### config.mk
export PLATFORM = sky130hd
export DESIGN_NAME = window_threshold_detector
export DESIGN_NICKNAME = d
export VERILOG_FILES = /design/src/rtl/window_threshold_detector.sv
export SDC_FILE = /design/constraint.sdc
export NUM_CORES = 1
export LEC_CHECK = 0
export BUFFER_PORTS_ARGS = -buffer_cell sky130_fd_sc_hd__buf_2
export CAP_MARGIN = 30
export CELL_PAD_IN_SITES_DETAIL_PLACEMENT = 0
export CELL_PAD_IN_SITES_GLOBAL_PLACEMENT = 1
export CORE_MARGIN = 3
export CORE_UTILIZATION = 38
export CTS_CLUSTER_SIZE = 12
export DETAILED_ROUTE_END_ITERATION = 8
export PLACE_DENSITY_LB_ADDON = 0.1
export SYNTH_ARGS = -nofsm -noshare
export SYNTH_HDL_FRONTEND = slang
export SYNTH_SLANG_ARGS = --single-unit
### constraint.sdc
create_clock -name clk -period 2.2 [get_ports clk]
set_input_delay 0.11 -clock clk [delete_from_list [all_inputs] [get_ports clk]]
set_output_delay 0.11 -clock clk [all_outputs]
set_load 0.02 [all_outputs]
### src/rtl/window_threshold_detector.sv
// Sliding-window hit detector: a sample is a hit when at least K of its N bits are set,
// and detect stays high while at least M of the last W accepted samples were hits.
module window_threshold_detector #(
  parameter int N = 3,
  parameter int K = 2,
  parameter int W = 4,
  parameter int M = 3
) (
  input  logic                     clk,
  input  logic                     rst_n,
  input  logic                     clear,
  input  logic                     in_val,
  input  logic [N-1:0]             in_data,
  output logic [$clog2(N+1)-1:0]   pop,
  output logic                     hit,
  output logic [$clog2(W+1)-1:0]   count,
  output logic                     detect,
  output logic                     detect_rise
);

  localparam int PW = $clog2(N+1);
  localparam int CW = $clog2(W+1);
  localparam logic [PW-1:0] K_P = PW'(K);
  localparam logic [CW-1:0] M_P = CW'(M);

  function automatic logic [PW-1:0] popcount(input logic [N-1:0] d);
    logic [PW-1:0] p;
    p = {PW{1'b0}};
    for (int i = 0; i < N; i++) begin
      p = p + PW'(d[i]);
    end
    return p;
  endfunction

  logic [PW-1:0] pop_q, pop_d;
  logic          hit_q, hit_d;
  logic [W-1:0]  hist_q, hist_d;
  logic [CW-1:0] count_q, count_d;
  logic          detect_q, detect_d;
  logic          rise_q, rise_d;

  logic [PW-1:0] sample_pop;
  logic          sample_hit;
  logic [CW:0]   cnt_ext;
  logic [CW-1:0] cnt_next;
  logic          detect_next;

  // Next-state logic: clear beats accept, idle cycles hold everything but the rise pulse.
  always_comb begin
    pop_d       = pop_q;
    hit_d       = hit_q;
    hist_d      = hist_q;
    count_d     = count_q;
    detect_d    = detect_q;
    rise_d      = 1'b0;
    sample_pop  = popcount(in_data);
    sample_hit  = (sample_pop >= K_P);
    // Entry W-1 is the oldest; a window not yet full holds zeros there.
    cnt_ext     = {1'b0, count_q} + {{CW{1'b0}}, sample_hit} - {{CW{1'b0}}, hist_q[W-1]};
    if (cnt_ext[CW]) begin
      cnt_next = {CW{1'b0}};
    end else begin
      cnt_next = cnt_ext[CW-1:0];
    end
    detect_next = (cnt_next >= M_P);
    if (clear) begin
      pop_d    = {PW{1'b0}};
      hit_d    = 1'b0;
      hist_d   = {W{1'b0}};
      count_d  = {CW{1'b0}};
      detect_d = 1'b0;
      rise_d   = 1'b0;
    end else if (in_val) begin
      pop_d    = sample_pop;
      hit_d    = sample_hit;
      hist_d   = W'({hist_q, sample_hit});
      count_d  = cnt_next;
      detect_d = detect_next;
      rise_d   = detect_next & ~detect_q;
    end else begin
      rise_d   = 1'b0;
    end
  end

  // State registers with asynchronous clear.
  always_ff @(posedge clk or negedge rst_n) begin
    if (!rst_n) begin
      pop_q    <= {PW{1'b0}};
      hit_q    <= 1'b0;
      hist_q   <= {W{1'b0}};
      count_q  <= {CW{1'b0}};
      detect_q <= 1'b0;
      rise_q   <= 1'b0;
    end else begin
      pop_q    <= pop_d;
      hit_q    <= hit_d;
      hist_q   <= hist_d;
      count_q  <= count_d;
      detect_q <= detect_d;
      rise_q   <= rise_d;
    end
  end

  assign pop         = pop_q;
  assign hit         = hit_q;
  assign count       = count_q;
  assign detect      = detect_q;
  assign detect_rise = rise_q;

endmodule

Word level (Yosys, flattened, before mapping):

Cells that the tools add are included.

* output and inout bits: 8
* register bits: 12

* reduce and logical (&&, ||, !) cells: 1
* $lt $le $gt $ge: 2
* $add $sub $neg: 4
* bitwise gates (word level): 2
* muxes and demuxes: 13

Operators with widths (number)
* 2-to-1 mux 3 bit: 3
* 2-to-1 mux 4 bit: 2
* 2-to-1 mux 1 bit: 6
* adder 3 x 1 -> 4 bit: 1
* 2-to-1 mux 2 bit: 2
* subtractor 4 x 1 -> 4 bit: 1
* greater-or-equal comparator 3 x 2 -> 1 bit, second input constant: 1
* adder 1 x 1 -> 2 bit: 1
* adder 2 x 1 -> 2 bit: 1
* greater-or-equal comparator 2 bit, second input constant: 1
* nonzero test 2 bit: 1
* AND 1 bit: 1
* NOT 1 bit: 1

Logic depth before layout (Yosys ltp):

* depth after elaboration: 10
* mapped depth: 10
* mapped depth without buffers: 10

Least setup slack after synthesis:

Ideal clock, no wire load.

* path kind: input to register
* start: in in_data[0]
* end: reg detect_q (netlist: detect)
* arrival: 1949 ps
* cell stages on the path: 10
* slack: 141 ps
* library setup time: 110 ps
* data required time: 2090 ps
* path through: fa_1 inv_1 ha_1 inv_1 ha_1 inv_1 fa_1 xnor2_1 nor2_1 o41ai_1

* cells in the longest elaborated chain, start to end: 9

Ends and longest elaborated chain
* from (decl): line 13 `input logic [N-1:0] in_data,`
* adder 1 x 1 -> 2 bit: line 30 `p = p + PW'(d[i]);`
* adder 2 x 1 -> 2 bit: line 30
* greater-or-equal comparator 2 bit: line 57 `sample_hit = (sample_pop >= K_P);`
* adder 3 x 1 -> 4 bit: line 59 `cnt_ext = {1'b0, count_q} + {{CW{1'b0}}, sample_hit} - {{CW{1'b0}}, hist_q[W-1]};`
* subtractor 4 x 1 -> 4 bit: line 59
* 2-to-1 mux 3 bit: line 60 `if (cnt_ext[CW]) begin`
* greater-or-equal comparator 3 x 2 -> 1 bit: line 65 `detect_next = (cnt_next >= M_P);`
* 2-to-1 mux 1 bit: line 73 `end else if (in_val) begin`
* 2-to-1 mux 1 bit: line 66 `if (clear) begin`
* to (signal assigned): line 99 `detect_q <= detect_d;`
* to (decl): line 39 `logic detect_q, detect_d;`

No other way between the ends. The select of a mux whose other input is x is not followed.
A chain may end at the register's enable or synchronous reset.

Worst setup path after layout:

Same ends and word-level chain as after synthesis.

==> impl_results.md <==
- Status: complete, no violations
- Synth Flop Type: dfrtp_1
- Post-DR vias/cell: 5.11
- Syn Area/Cell: 10.2 µm²
- Vias: 470
- DR pass1 iterations: 4
- Synth warnings: 0
- Largest net degree at the start of global routing: 13
- Peak VDD IR: 0.370 mV
- Average wire per standard cell: 13.0 µm
- Synth cell types: 25
- Fin util: 0.521
- IO Pins: 15
- Initial core utilization: 0.437
- DRC: 0
- CTS tree: yes
- WL met3: 60 µm
- Antenna Cells: 0
- #FFs+latches synth: 10
- Clock share of power: 0.268
- Max-Cap Viols: 0
- Sw power: 0.000132 W
- Setup-failing EPs final: 0
- FF+latch area: 250 µm²
- Syn nets: 73
- Crit share post-route: 0.898
- Pwr Total: 0.000439 W
- RSZ-0062 raised after global routing: false
- Fin. Hold Viols: 0
- Port buffer count: 14
- Overflow after GRT: 0
- Post-CTS setup buffer count: 0
- CP Class: input pin to flip-flop
- Wirelength, routed: 1200 µm
- Worst EP arrival: 2.12 ns
- Post-DP HPWL: 934 µm
- Antenna violations before repair: 0
- Worst setup startpoint: in_data[0]
- Worst slew pin tran: 0.389 ns
- DR iter-0 viols: 4
- Worst Setup End Kind: flip-flop
- Footprint of the multi-input gates: 319 µm²
- Reg2Reg Depth: 9
- Share of cells above drive strength 1: 0.286
- Post-CTS sizing: 0
- Internal Power: 0.000307 W
- Clk_lat worst skew: 0.25 ns
- Register share of total power: 0.464
- Sequential area share after synthesis: 0.409
- Final Slew Violations: 0
- Minimum clock period: 1.98 ns
- Clock slew at the register clock pins of the worst setup and hold paths: 0.06 ns
- Total CTS buffers: 3
- Number of global-route vias before repair: 437
- Synth Cell Area: 612 µm²
- Worst-case clock buffer depth: 2
- Die Ht: 46.1 µm
- Met2 wire len: 543 µm
- Hold Path Class: input pin to flip-flop
- Final nets: 92
- Detail Route Antenna Nets: 0
- Die area: 0.00213 mm²
- Part of the power in combinational logic: 0.268
- Synth Instances: 60
- Sw frac: 0.301
- Chip Width: 46.1 µm
- Post-route worst setup slack: 0.223 ns
- Clock skew: 0.00465 ns
- Number of flops mapped to enable cells by yosys: 0
- M1 WL: 594 µm
- Gr usage total: 0.138
- DP Worst Slack: -0.0717 ns
- Startpoint types: input pin
- Max-Slew Margin vs Limit: 0.740
- CP Max Fanout: 4
- Reg-to-Reg End: detect
- Worst hold path startpoint: clear
- PwrDens: 603 mW/mm²
- Reg-to-reg slack, setup: 0.23 ns
- Rows: 13
- Req. time, crit path: 2.35 ns
- H-tree depth: 1
- First-pass GRT wire length: 2000 µm
- Root buffer cell: clkbuf_4
- RD Place Congestion: 0.783
- Cts hold-fix bufs: 1
- Leak: 0.377 nW
- Reg2reg start: hist_q[3]
- Fmax: 506 MHz
- Core ar.: 0.00140 mm²
- CP endpoint: detect
- Top sig layer: met3
- Layout Area Growth over Synthesis: 19.0%
- Ys async rst share: 1.00
- # fillers: 147
- Clock sink count: 10
- Final setup TNS: 0 ns
## state kept, by name, indices dropped and copies added, names as in the netlist
| register | count |
|---|---|
| count | 3 |
| hist_q | 3 |
| pop | 2 |
| detect | 1 |
| detect_rise | 1 |
## layer usage
| metal | vias to the layer above | global-route usage |
|---|---|---|
| met4 | 0 | 0.0341 |
| met2 | 8 | 0.201 |
| met1 | 219 | 0.192 |
| li1 | 243 | - |
| met3 | 0 | 0.0508 |
| met5 | - | 0 |
## critical path: stages
cell and delay, ns:
buf_2 0.11, fa_1 0.43, inv_1 0.07, ha_1 0.21
inv_1 0.06, ha_1 0.15, inv_1 0.05, fa_1 0.37
xnor2_1 0.14, buf_4 0.15, nor2_1 0.05, o41ai_1 0.23
## metrics by stage
step	hold slack, ns	instances	instance area [µm²]
finish	0.166	92	728
global route	0.182	92	728
CTS	0.172	92	728
detailed placement	-0.00930	88	696
global placement	-0.00926	88	696
floorplan	-0.186	60	612
## worst min path at each step
stage | end | slack (ns) | cells after the start
floorplan | count[0] | -0.19 | 0
global placement | count[2] | -0.009 | 1
detailed placement | count[1] | -0.009 | 1
CTS | hist_q[3] | 0.17 | 2
global route | pop[1] | 0.18 | 2
finish | hist_q[3] | 0.17 | 2
## layout make-up
cell class | instances | share of cell area
repair buffers | 17 | 0.131
clock buffers | 3 | 0.0309
well taps | 15 | 0.0258
inverters | 6 | 0.0309
flip-flops and latches | 10 | 0.344
multi-input cells | 41 | 0.438
## power groups by stage
stage / Combinational [W] / Clock, W / Sequential, W
2_1_floorplan: 0.0000657 / 0 / 0.000219
3_3_place_gp: 0.000117 / 0 / 0.000207
3_5_place_dp: 0.000117 / 0 / 0.000207
4_1_cts: 0.000119 / 0.000127 / 0.000204
5_1_grt: 0.000131 / 0.000135 / 0.000206
6_report: 0.000117 / 0.000118 / 0.000204
## Yosys cell counts, types with 2 or more instances
| library cell | n | area, µm² |
|---|---|---|
| nand2_1 | 3 | 11.3 |
| buf_4 | 2 | 15.0 |
| nor2_1 | 8 | 30.0 |
| ha_1 | 4 | 50.1 |
| fa_1 | 2 | 40.0 |
| dfrtp_1 | 10 | 250 |
| o41ai_1 | 3 | 26.3 |
| mux2i_1 | 5 | 50.1 |
| inv_1 | 6 | 22.5 |
| nand2b_1 | 2 | 12.5 |
## logic make-up (layout without fill, tap and decap cells)
family          Yosys count  count (layout)  synth area share
compound gates            9               9             0.117
fa+ha+maj                 6               6             0.147
flops                    10              10             0.409
simple gates             20              20             0.162
mux                       5               5            0.0818
xor+xnor                  1               1            0.0143
buf+inv                   9              26            0.0695
## layout by cell type (no fill, tap or decap), types with 2 or more instances in the layout
cell type	netlist	routed
fa_1	2	2
nand2_1	3	3
nor2_1	8	8
inv_1	6	6
buf_2	1	14
buf_4	2	2
ha_1	4	4
mux2i_1	5	5
clkbuf_4	0	3
nand2b_1	2	2
o41ai_1	3	3
dfrtp_1	10	10
Power figures use the tool's default switching activity.
